**config.mk**
```make
export PLATFORM = sky130hd
export DESIGN_NAME = bit32_mux3to1_arbiter
export DESIGN_NICKNAME = d
export VERILOG_FILES = /design/src/rtl/bit32_mux3to1_arbiter.sv
export SDC_FILE = /design/constraint.sdc
export NUM_CORES = 1
export LEC_CHECK = 0
export CAP_MARGIN = 10
export CORE_MARGIN = 4
export CORE_UTILIZATION = 33
export DETAILED_ROUTE_END_ITERATION = 12
export HOLD_SLACK_MARGIN = 0.15
export PLACE_DENSITY = 0.81
export SLEW_MARGIN = 20
export SYNTH_ARGS = -nofsm -noshare
export SYNTH_HDL_FRONTEND = slang
export SYNTH_SLANG_ARGS = --single-unit
```
**constraint.sdc**
```tcl
create_clock -name clk -period 3.2 [get_ports clk]
set_clock_uncertainty 0.2 [all_clocks]
set_input_delay 0.48 -clock clk [delete_from_list [all_inputs] [get_ports clk]]
set_output_delay 0.48 -clock clk [all_outputs]
set_load 0.03 [all_outputs]
```
**src/rtl/bit32_mux3to1_arbiter.sv**
```systemverilog
// bit32_mux3to1_arbiter: round-robin arbiter/sequencer sharing one 3:1 data mux
// between three requesters and streaming the winner to a valid/ready consumer.
// Build option: define ARB_FIXED_PRIO_EN for fixed priority req[0] > req[1] > req[2].

// Plain 3:1 mux, select 3 yields zero.
module bit32_mux3to1 #(
  parameter int WIDTH = 32
) (
  input  logic [1:0]       sel,
  input  logic [WIDTH-1:0] in1,
  input  logic [WIDTH-1:0] in2,
  input  logic [WIDTH-1:0] in3,
  output logic [WIDTH-1:0] out
);
  logic [WIDTH-1:0] lane   [3];
  logic [WIDTH-1:0] masked [3];

  assign lane[0] = in1;
  assign lane[1] = in2;
  assign lane[2] = in3;

  // AND-OR mux: each lane is gated by its own select decode.
  for (genvar gi = 0; gi < 3; gi++) begin : g_lane
    assign masked[gi] = (sel == 2'(gi)) ? lane[gi] : '0;
  end

  assign out = masked[0] | masked[1] | masked[2];
endmodule

module bit32_mux3to1_arbiter #(
  parameter int WIDTH    = 32,
  parameter int MAX_HOLD = 4
) (
  input  logic             clk,
  input  logic             reset_n,
  input  logic [2:0]       req,
  input  logic [WIDTH-1:0] in1,
  input  logic [WIDTH-1:0] in2,
  input  logic [WIDTH-1:0] in3,
  input  logic             out_ready,
  output logic [2:0]       gnt,
  output logic [1:0]       sel,
  output logic [WIDTH-1:0] out_data,
  output logic             out_valid
);
  localparam int HOLD_W = (MAX_HOLD > 1) ? $clog2(MAX_HOLD) : 1;
  localparam logic [HOLD_W-1:0] HOLD_MAX = HOLD_W'(MAX_HOLD - 1);

  typedef enum logic {IDLE, GRANT} state_t;

  state_t            state_reg, state_next;
  logic [2:0]        gnt_reg, gnt_next;
  logic [1:0]        sel_reg, sel_next;
  logic [HOLD_W-1:0] hold_reg, hold_next;
  logic [2:0]        pick;
  logic [2:0]        others;
  logic [2:0]        waiting;
  logic [1:0]        base_idle;
  logic [1:0]        base_grant;
  logic              cur_req;
  logic              xfer;
  logic              preempt;

  // One-hot of the first set bit of r, scanning after+1, after+2, after (mod 3).
  function automatic logic [2:0] rr_pick(input logic [2:0] r, input logic [1:0] after);
    logic [2:0] found;
    int         idx;
    found = '0;
    for (int k = 3; k >= 1; k--) begin
      idx = (int'(after) + k) % 3;
      if (r[idx[1:0]]) found = 3'b001 << idx[1:0];
    end
    return found;
  endfunction

  function automatic logic [1:0] oh2sel(input logic [2:0] oh);
    return oh[2] ? 2'd2 : (oh[1] ? 2'd1 : 2'd0);
  endfunction

  assign cur_req   = |(req & gnt_reg);
  assign out_valid = (state_reg == GRANT) && cur_req;
  assign xfer      = out_valid && out_ready;
  assign others    = req & ~gnt_reg;
  assign preempt   = xfer && (hold_reg == HOLD_MAX) && (|waiting);

`ifdef ARB_FIXED_PRIO_EN
  // Scanning always starts after index 2, which yields 0 > 1 > 2; only
  // higher-priority (lower-index) requesters may preempt.
  assign base_idle  = 2'd2;
  assign base_grant = 2'd2;
  assign waiting    = others & ((3'b001 << sel_reg) - 3'b001);
`else
  logic [1:0] last_reg;

  assign base_idle  = last_reg;
  assign base_grant = sel_reg;
  assign waiting    = others;

  // Round-robin pointer remembers the requester that most recently gave up the grant.
  always_ff @(posedge clk) begin
    if (!reset_n) begin
      last_reg <= 2'd2;
    end else if ((state_reg == GRANT) && (!cur_req || preempt)) begin
      last_reg <= sel_reg;
    end
  end
`endif

  // Next-state and grant selection.
  always_comb begin
    state_next = state_reg;
    gnt_next   = gnt_reg;
    sel_next   = sel_reg;
    hold_next  = hold_reg;
    pick       = '0;
    case (state_reg)
      IDLE: begin
        if (|req) begin
          pick       = rr_pick(req, base_idle);
          state_next = GRANT;
          gnt_next   = pick;
          sel_next   = oh2sel(pick);
          hold_next  = '0;
        end
      end
      GRANT: begin
        if (!cur_req) begin
          // Grantee withdrew: hand over or fall back to idle (pick==0 gives sel 0).
          pick       = rr_pick(req, base_grant);
          state_next = (|pick) ? GRANT : IDLE;
          gnt_next   = pick;
          sel_next   = oh2sel(pick);
          hold_next  = '0;
        end else if (preempt) begin
          pick      = rr_pick(waiting, base_grant);
          gnt_next  = pick;
          sel_next  = oh2sel(pick);
          hold_next = '0;
        end else if (xfer && (hold_reg != HOLD_MAX)) begin
          hold_next = hold_reg + 1'b1;
        end
      end
      default: begin
        state_next = IDLE;
        gnt_next   = '0;
        sel_next   = '0;
        hold_next  = '0;
      end
    endcase
  end

  // State register; reset drops any grant without completing the beat.
  always_ff @(posedge clk) begin
    if (!reset_n) begin
      state_reg <= IDLE;
      gnt_reg   <= '0;
      sel_reg   <= '0;
      hold_reg  <= '0;
    end else begin
      state_reg <= state_next;
      gnt_reg   <= gnt_next;
      sel_reg   <= sel_next;
      hold_reg  <= hold_next;
    end
  end

  assign gnt = gnt_reg;
  assign sel = sel_reg;

  bit32_mux3to1 #(.WIDTH(WIDTH)) u_mux (
    .sel (sel_reg),
    .in1 (in1),
    .in2 (in2),
    .in3 (in3),
    .out (out_data)
  );
endmodule

```
# After elaboration in Yosys (flattened, before gate mapping)
# Cells that the tools add are included.
totals:
  register_bits: 10
classes:
  shifts: 6
  bitwise_logic: 6
  add_sub_neg: 7
  order_cmp: 6
  reduce_logical: 15
  n_eq_ne: 7
  mux: 60
  div_mod_pow: 6
ops:
  columns: ["cell", "count"]
  rows:
  - ["32-bit by 3-bit modulo with 32-bit output, second input constant", 6]
  - ["32-bit 2-to-1 mux", 3]
  - ["32-bit bitwise OR", 2]
  - ["3-bit 2-to-1 mux", 19]
  - ["2-bit 2-to-1 mux", 10]
  - ["1-bit binary-select mux with 2-bit select", 9]
  - ["2-bit by 3-bit less-than comparator with 1-bit output, second input constant", 6]
  - ["1-bit by 2-bit left shift with 3-bit output, first input constant", 6]
  - ["1-bit 2-to-1 mux", 15]
  - ["2-bit by 2-bit adder with 3-bit output, second input constant", 4]
  - ["3-bit OR reduction", 4]
  - ["2-bit case mux with 2 select lines", 2]
  - ["2-bit by 1-bit adder with 3-bit output, second input constant", 2]
  - ["3-bit AND", 2]
  - ["1-bit logical AND", 6]
  - ["3-bit case mux with 2 select lines", 1]
  - ["2-bit equality test, second input constant", 2]
  - ["2-bit != test, second input constant", 2]
  - ["4-bit by 2-bit != test with 1-bit output, second input constant", 1]
  - ["2-bit AND reduction", 2]
  - ["3-bit by 2-bit != test with 1-bit output, second input constant", 1]
  - ["3-bit NOT", 1]
  - ["2-bit by 1-bit adder with 2-bit output, second input constant", 1]
  - ["2-bit by 1-bit equality test with 1-bit output, second input constant", 1]
  - ["other kinds (5)", 5]

# Logic depth before layout (Yosys ltp)
# Gate-level depths: netlist of run 1.
depth:
  depth_word: 15
  depth_mapped: 9
  depth_no_buf: 8

# By module
# A second synthesis of run 1 with hierarchy kept.
unflattened:
  cells_unflattened: 247
  area_unflattened_um2: 2047.0
modules_own_cells:
  columns: ["module", "cells_each", "instances", "area_each_um2"]
  rows:
  - ["bit32_mux3to1_arbiter", 170, 1, 1260.0]
  - ["bit32_mux3to1", 77, 1, 787.0]

# Least setup slack after synthesis of run 1
# OpenSTA, ideal clock, no wires.
synth_path:
  path_type: "register to output"
  from: "reg, netlist name gnt[2]"
  to: "out out_data[29]"
  slack_ps: 359
  path_buffers: 3
  stages_incl_launch_ff: 8
  t_arrival_ps: 2161
  required_time_ps: 2520
  cell_sequence: "dfxtp_1 > inv_1 > ha_1 > clkbuf_1 > buf_1 > clkbuf_1 > a222oi_1 > inv_1"
synth_lines:
  columns: ["element", "line_no", "rtl"]
  rows:
  - ["end, declared", "43", "output logic [WIDTH-1:0] out_data,"]

# Final worst setup path of run 1
layout_path:
  from: "reg sel_reg[0] (netlist: sel[0])"
  to: "out out_data[15]"
layout_between:
  elab_chain_cells: 4
  word_cells_on_any_way: 8
layout_lines:
  columns: ["element", "line_no", "rtl"]
  rows:
  - ["start, declared", "53", "logic [1:0] sel_reg, sel_next;"]
  - ["start signal, assigned", "162", "sel_reg <= sel_next;"]
  - ["2-bit by 1-bit equality test with 1-bit output / 2-bit zero test (equally long branches)", "24", "assign masked[gi] = (sel == 2'(gi)) ? lane[gi] : '0;"]
  - ["32-bit 2-to-1 mux", "24", null]
  - ["32-bit bitwise OR", "27", "assign out = masked[0] | masked[1] | masked[2];"]
  - ["32-bit bitwise OR (*)", "27", null]
# Mark *: on every way between the ends. The rest lies on a longest branch, timed or not.

==> results of run 1 <==
logic make-up (layout without fill, tap and decap cells):
family                   Yosys count  after routing  share of synthesized area, %
flip-flops                         9              9                          10.7
buffers and inverters             61            193                          14.0
AND/OR/NAND/NOR                   66             66                          22.4
adder cells (fa/ha/maj)           10             10                          7.41
multiplexers                       8              8                          4.82
AO/OA/AOI/OAI                     83             83                          40.7
final timing paths:
check	start	end	slack (ns)	cells past startpoint
max	sel[0]	out_data[15]	0.23	7
min	base_idle[0]	base_idle[0]	0.31	2
max reg2reg	sel[0]	sel[0]	0.43	8
min reg2reg	base_idle[0]	base_idle[0]	0.31	2
worst max-delay path: stages, from the launching register on:
cell	delay, ns
dfxtp_1	0.36
inv_1	0.16
ha_1	0.60
buf_4	0.26
buf_4	0.29
a222oi_1	0.11
inv_1	0.11
buf_4	0.17
routing by layer:
| metal | part of all wire, % | GRT usage [%] | routed length (um) | vias up |
|---|---|---|---|---|
| met3 | 8.1 | 5.53 | 627 | 15 |
| met2 | 50 | 38.6 | 3840 | 115 |
| met5 | 0 | 0 | 0 | - |
| met1 | 40 | 27.6 | 3100 | 1102 |
| met4 | 2.0 | 6.53 | 158 | 0 |
| li1 | - | - | - | 1182 |
placed cells by master, fill, tap and decap left out, types with 3 or more instances in the layout:
master,instances
ha_1,10
mux2i_1,7
o22ai_1,3
inv_1,39
clkdlybuf4s50_1,107
a21oi_1,8
nor2b_1,9
nand4_1,3
dfxtp_1,9
nand3b_1,3
nand3_1,6
a211oi_1,3
o311a_1,3
o21ai_0,8
nand2_1,14
o211ai_1,4
o21a_1,3
a222oi_1,33
buf_4,43
nor2_1,8
clkbuf_8,3
nand2b_1,7
power by group through the flow:
stage               registers (mW)  clock network (mW)  logic (mW)
finish                       0.200               0.137        2.53
global route                 0.208               0.148        2.72
CTS                          0.200               0.139        2.52
detailed placement           0.202                   0        2.51
global placement             0.202                   0        2.49
floorplan                    0.226                   0        1.62
cell type report:
cell class                 count  area share, %
timing repair buffer         150           44.7
multi-input combinational    167           40.7
sequential                     9           5.77
inverter                      39           4.69
tap                           67           2.69
clock buffer                   4           1.44
metrics by stage:
step                instance area, um^2  hold slack, ns  util (%)  std cells  worst slack, ns
CTS                                3120           0.313      64.4        436            0.233
global placement                   3080           0.298      63.4        432            0.297
detailed placement                 3080           0.307      63.4        432            0.288
finish                             3120           0.308      64.4        436            0.225
floorplan                          1690           0.278         -        237            0.359
global route                       3120           0.367      64.4        436           0.0248
==> key figures, run 1 <==
Timing
  • Actual transition at the worst max-transition pin: 0.650 ns
  • Peak Freq: 0.336 GHz
  • Final clock period utilization by the worst path: 93.0%
  • Count of endpoints failing setup in the final report: 0
  • Final hold viol count: 0
  • Shortest clock period the worst path allows after layout: 2.97 ns
  • Setup TNS: 0 ns
  • Tightest slew margin relative to the limit: 56.6%
  • Pins Over Slew Limit: 0
  • Unrepaired setup endpoints after global routing: false

Power
  • Register share of total power: 7.0%
  • Design Power: 2.87 mW
  • Switching power summed over all nets: 1.61 mW
  • Static Leakage: 1.34 nW
  • Internal power summed over all cells: 1.26 mW
  • Power density normalized to cell area: 920 nW/um^2
  • Maximum resistive drop on vdd: 0.000629 V
  • Proportion of power drawn by the clock network: 4.8%
  • Net Sw Frac: 56.2%
  • Logic pwr share: 88.3%

GRT
  • Maximum number of pins on one net before global-route repair: 33
  • Global-route usage over all layers: 22.5%
  • Global-route wire length before repair: 11.3 mm
  • Final global-route overflow total: 0
  • Number of antenna violations at the first check in global routing: 0
  • Via count of the first global-routing pass: 2259

Synthesis
  • Most used standard cell by instance count after synthesis: inv_1
  • Synthesized flop and latch total: 9
  • Top cells by area in the synthesized netlist: a222oi_1, dfxtp_1, inv_1, ha_1, mux2i_1
  • Library cells used by synthesis: 51
  • Post-synth top area share: 19.6%
  • Most used flip-flop cell after synthesis: dfxtp_1
  • Warnings, synthesis: 0
  • Cell area after synthesis: 1690 um^2
  • Number of synthesized flops with an enable pin: 0
  • Most area-hungry cell type in the Yosys netlist: a222oi_1
  • Post-Synthesis Cells: 237
  • Mapped Nets: 349
  • Post-synth top cells: inv_1, a222oi_1, clkbuf_1, nand2_1, ha_1
  • Async set-or-reset flop fraction in the synthesized netlist: 0%
  • Mean instance size in the synthesized netlist: 7.12 um^2
  • Portion of the post-synthesis area used by sequential elements: 10.7%

Detailed routing
  • Number of optimization iterations in the first detailed-route pass: 7
  • Per-cell via count in the routed design: 5.54
  • Remaining antenna violation count after routing: 0
  • Number of remaining DRC errors: 0
  • Detailed-route wire length per cell: 17.7 um
  • Vias: 2414
  • Total Routed Length: 7.72 mm
  • Iter 0 DRT Violations: 308

Floorplan
  • Initial Util: 34.8%
  • Site Rows: 25
  • Top Ports: 140
  • DIE AREA: 6320 um^2
  • Vertical extent of the die: 79.5 um
  • Area of the core: 4850 um^2
  • X dimension of the die: 79.5 um

Finish
  • Max FFs per register: 3
  • Area delta synth->final: 84.9%
  • Area of the multi-input gates: 1270 um^2
  • Sequential cell area in the final layout: 180 um^2
  • Final-layout fill cell count: 423
  • Number of nets in the layout: 482
  • N_diodes: 0
  • Layout cells sized above 1: 14.1%

Place
  • HPWL reported at the end of detailed placement: 6.23 mm
  • Port Buf Inserts: 139
  • Routability cong.: 0.845

Worst setup path
  • Req. time, crit path: 2.52 ns
  • Critical path start-end classification: register to output pin
  • CP Data Arrival Time: 2.29 ns
  • Element type at the critical path end: output pin
  • Biggest fanout along the worst timing path: 26
  • Kind of launch point of the worst setup path: register

Clocking
  • CTS tree: yes
  • Latest clock arrival within the worst-skew pair: 0.24 ns
  • PostCTS Resize Cnt: 0
  • Cts-stage hold buffer count: 0
  • Clock-pin slew on the worst setup and hold paths: 0.05 ns
  • Maximum number of buffers from clock root to sink: 2
  • CTS H-tree depth: 1
  • Sinks on the clock net: 9
  • Total setup buffers inserted after CTS: 0
  • Cts bufs inserted: 3
  • Clock root buffer: clkbuf_8

Run
  • Max-Cap Viols: 0

Status
  • Run status: finished clean

Min path
  • Type of the tightest min-delay check: register to register
Note: power is estimated with default switching activity, not from simulation.
==> inputs of run 2 (changes only) <==
- CAP_MARGIN: 10 -> 20
==> results of run 2 <==
The final DEF is identical to that of run 1; final timing and power are the same.
==> inputs of run 3 (changes only) <==
- CAP_MARGIN: 20 -> not set
- CORE_MARGIN: 4 -> 1
==> key figures, run 3 (synthesis results as in run 1) <==
Detailed routing
  • Number of optimization iterations in the first detailed-route pass: 6 (was 7)
  • Iter 0 DRT Violations: 286 (was 308)
  • Vias: 2438 (was 2414)
  • Remaining antenna violation count after routing: 0 (unchanged)
  • Detailed-route wire length per cell: 16.6 um (was 17.7 um)
  • Number of remaining DRC errors: 0 (unchanged)
  • Per-cell via count in the routed design: 5.59 (was 5.54)
  • Total Routed Length: 7.22 mm (was 7.72 mm)

Min path
  • Source of the worst hold timing path: base_idle[0] (unchanged)
  • Hold Path Cell Cnt: 2 (unchanged)
  • Endpoint, Worst Hold: base_idle[0] (unchanged)
  • Type of the tightest min-delay check: register to register (unchanged)

Timing
  • Hold slack final: 0.308 ns (about the same)
  • Count of endpoints failing setup in the final report: 0 (unchanged)
  • Setup TNS: 0 ns (unchanged)
  • Final hold viol count: 0 (unchanged)
  • Tightest slew margin relative to the limit: 55.7% (was 56.6%)
  • Worst setup margin: 0.283 ns (was 0.225 ns)
  • Shortest clock period the worst path allows after layout: 2.92 ns (was 2.97 ns)
  • Pins Over Slew Limit: 0 (unchanged)
  • Final clock period utilization by the worst path: 91.2% (was 93.0%)
  • Unrepaired setup endpoints after global routing: false (unchanged)
  • Actual transition at the worst max-transition pin: 0.665 ns (was 0.650 ns)
  • Peak Freq: 0.343 GHz (was 0.336 GHz)

Power
  • Internal power summed over all cells: 1.26 mW (about the same)
  • Power density normalized to cell area: 921 nW/um^2 (was 920 nW/um^2)
  • Design Power: 2.87 mW (about the same)
  • Register share of total power: 6.9% (was 7.0%)
  • Proportion of power drawn by the clock network: 4.7% (was 4.8%)
  • Switching power summed over all nets: 1.61 mW (about the same)
  • Net Sw Frac: 56.2% (about the same)
  • Logic pwr share: 88.3% (about the same)
  • Maximum resistive drop on vdd: 0.000598 V (was 0.000629 V)
  • Static Leakage: 1.34 nW (unchanged)

Clocking
  • Maximum number of buffers from clock root to sink: 2 (unchanged)
  • Total setup buffers inserted after CTS: 0 (unchanged)
  • Cts bufs inserted: 3 (unchanged)
  • Cts-stage hold buffer count: 0 (unchanged)
  • Latest clock arrival within the worst-skew pair: 0.24 ns (about the same)
  • Clock root buffer: clkbuf_8 (unchanged)
  • Clock-pin slew on the worst setup and hold paths: 0.04 ns (was 0.05 ns)
  • CTS H-tree depth: 1 (unchanged)
  • Sinks on the clock net: 9 (unchanged)
  • PostCTS Resize Cnt: 0 (unchanged)
  • CTS tree: yes (unchanged)

GRT
  • Via count of the first global-routing pass: 2256 (was 2259)
  • Final global-route overflow total: 0 (unchanged)
  • Global-route wire length before repair: 10.8 mm (was 11.3 mm)
  • Maximum number of pins on one net before global-route repair: 33 (unchanged)
  • Global-route usage over all layers: 25.3% (was 22.5%)
  • Number of antenna violations at the first check in global routing: 0 (unchanged)

Place
  • HPWL reported at the end of detailed placement: 5.60 mm (was 6.23 mm)
  • Routability cong.: 0.845 (about the same)
  • Port Buf Inserts: 139 (unchanged)
  • Post-Place Setup Slack: 0.282 ns (was 0.288 ns)

Floorplan
  • Vertical extent of the die: 73.5 um (was 79.5 um)
  • DIE AREA: 5400 um^2 (was 6320 um^2)
  • X dimension of the die: 73.5 um (was 79.5 um)
  • Top Ports: 140 (unchanged)
  • Initial Util: 35.0% (was 34.8%)
  • Site Rows: 25 (unchanged)
  • Area of the core: 4820 um^2 (was 4850 um^2)

Worst setup path
  • Worst reg2reg setup slack: 0.38 ns (was 0.43 ns)
  • Kind of launch point of the worst setup path: input port (was register)
  • Critical path buffers and inverters: 2 (was 5)
  • Number of cells on the worst reg-to-reg path: 8 (unchanged)
  • Cell type group with the largest total delay on the critical path: buffers and inverters (unchanged)
  • Worst reg2reg path startpoint: sel[0] (unchanged)
  • Cell with the biggest individual delay on the critical path: clkdlybuf4s50_1 (was ha_1)
  • Delay of the slowest cell on the worst path: 0.76 ns (was 0.60 ns)
  • Top cell by count, worst path: clkdlybuf4s50_1 (was buf_4)
  • Req. time, crit path: 2.52 ns (about the same)
  • Element type at the critical path end: output pin (unchanged)
  • Biggest fanout along the worst timing path: 5 (was 26)
  • Capture instance of the worst register-to-register path: sel[0] (unchanged)
  • CP Data Arrival Time: 2.24 ns (was 2.29 ns)
  • Critical path cell sequence: clkdlybuf4s50_1 -> a222oi_1 -> nor2b_1 -> clkdlybuf4s50_1 (was inv_1 -> ha_1 -> buf_4 -> buf_4 -> a222oi_1 -> inv_1 -> buf_4)
  • Critical path start-end classification: input port to output pin (was register to output pin)

Finish
  • N_diodes: 0 (unchanged)
  • Number of nets in the layout: 482 (unchanged)
  • Max FFs per register: 3 (unchanged)
  • Area delta synth->final: 84.9% (unchanged)
  • Commonest cells after routing, fill and taps aside: clkdlybuf4s50_1, buf_4, inv_1 (unchanged)
  • Core utilization of the finished layout: 64.8% (was 64.4%)
  • Layout cells sized above 1: 14.1% (unchanged)
  • Commonest non-fill, non-tap cell in the layout: clkdlybuf4s50_1 (unchanged)
  • Final-layout fill cell count: 435 (was 423)

Run
  • Max-Cap Viols: 0 (unchanged)

Status
  • Run status: finished clean (unchanged)
## run 3: cell counts in the layout (fill, tap and decap cells not counted)
No cell type changed its count.
## run 3: how the worst max path moves through the flow
stage	startpoint	end	slack, ns	cells after the start
3_5_place_dp	req[0]	out_valid	0.28	4
3_3_place_gp	req[0]	out_valid	0.31	4
4_1_cts	req[0]	out_valid	0.28	4
2_1_floorplan	gnt[2]	out_data[29]	0.36	7
5_1_grt	req[0]	out_valid	0.16	4
6_report	req[0]	out_valid	0.28	4
## run 3: stage by stage
stage                     instances  instance area [um^2]
after floorplan                 237                  1690
after global placement          432                  3080
after detailed placement        432                  3080
after CTS                       436                  3120
after global routing            436                  3120
final                           436                  3120
## run 3: power by group through the flow
stage	combinational, mW	sequential, mW	clock, mW
global route	2.71	0.207	0.149
global placement	2.48	0.200	0
detailed placement	2.51	0.201	0
floorplan	1.62	0.226	0
CTS	2.52	0.199	0.140
finish	2.54	0.199	0.136
## run 3: worst reg2reg max path, stage by stage, from the launching register on
cell     delay [ns]
dfxtp_1        0.42
inv_1          0.14
ha_1           0.56
inv_1          0.21
or3_1          0.41
o311a_1        0.17
mux2_2         0.27
nor3_1         0.05
a211o_1        0.30
## run 3: metal layers
layer,wire (um),track usage [%]
met1,2900,32.6
met5,0,0
met4,110,5.56
met3,666,6.45
met2,3540,42.3
## run 3: final cells by class
cell class	count	area [um^2]	area share (%)
Inverter	39	146	4.69
Sequential cell	9	180	5.77
Tap cell	67	83.8	2.69
Multi-Input combinational cell	167	1270	40.7
Timing Repair Buffer	150	1390	44.7
Clock buffer	4	45.0	1.44
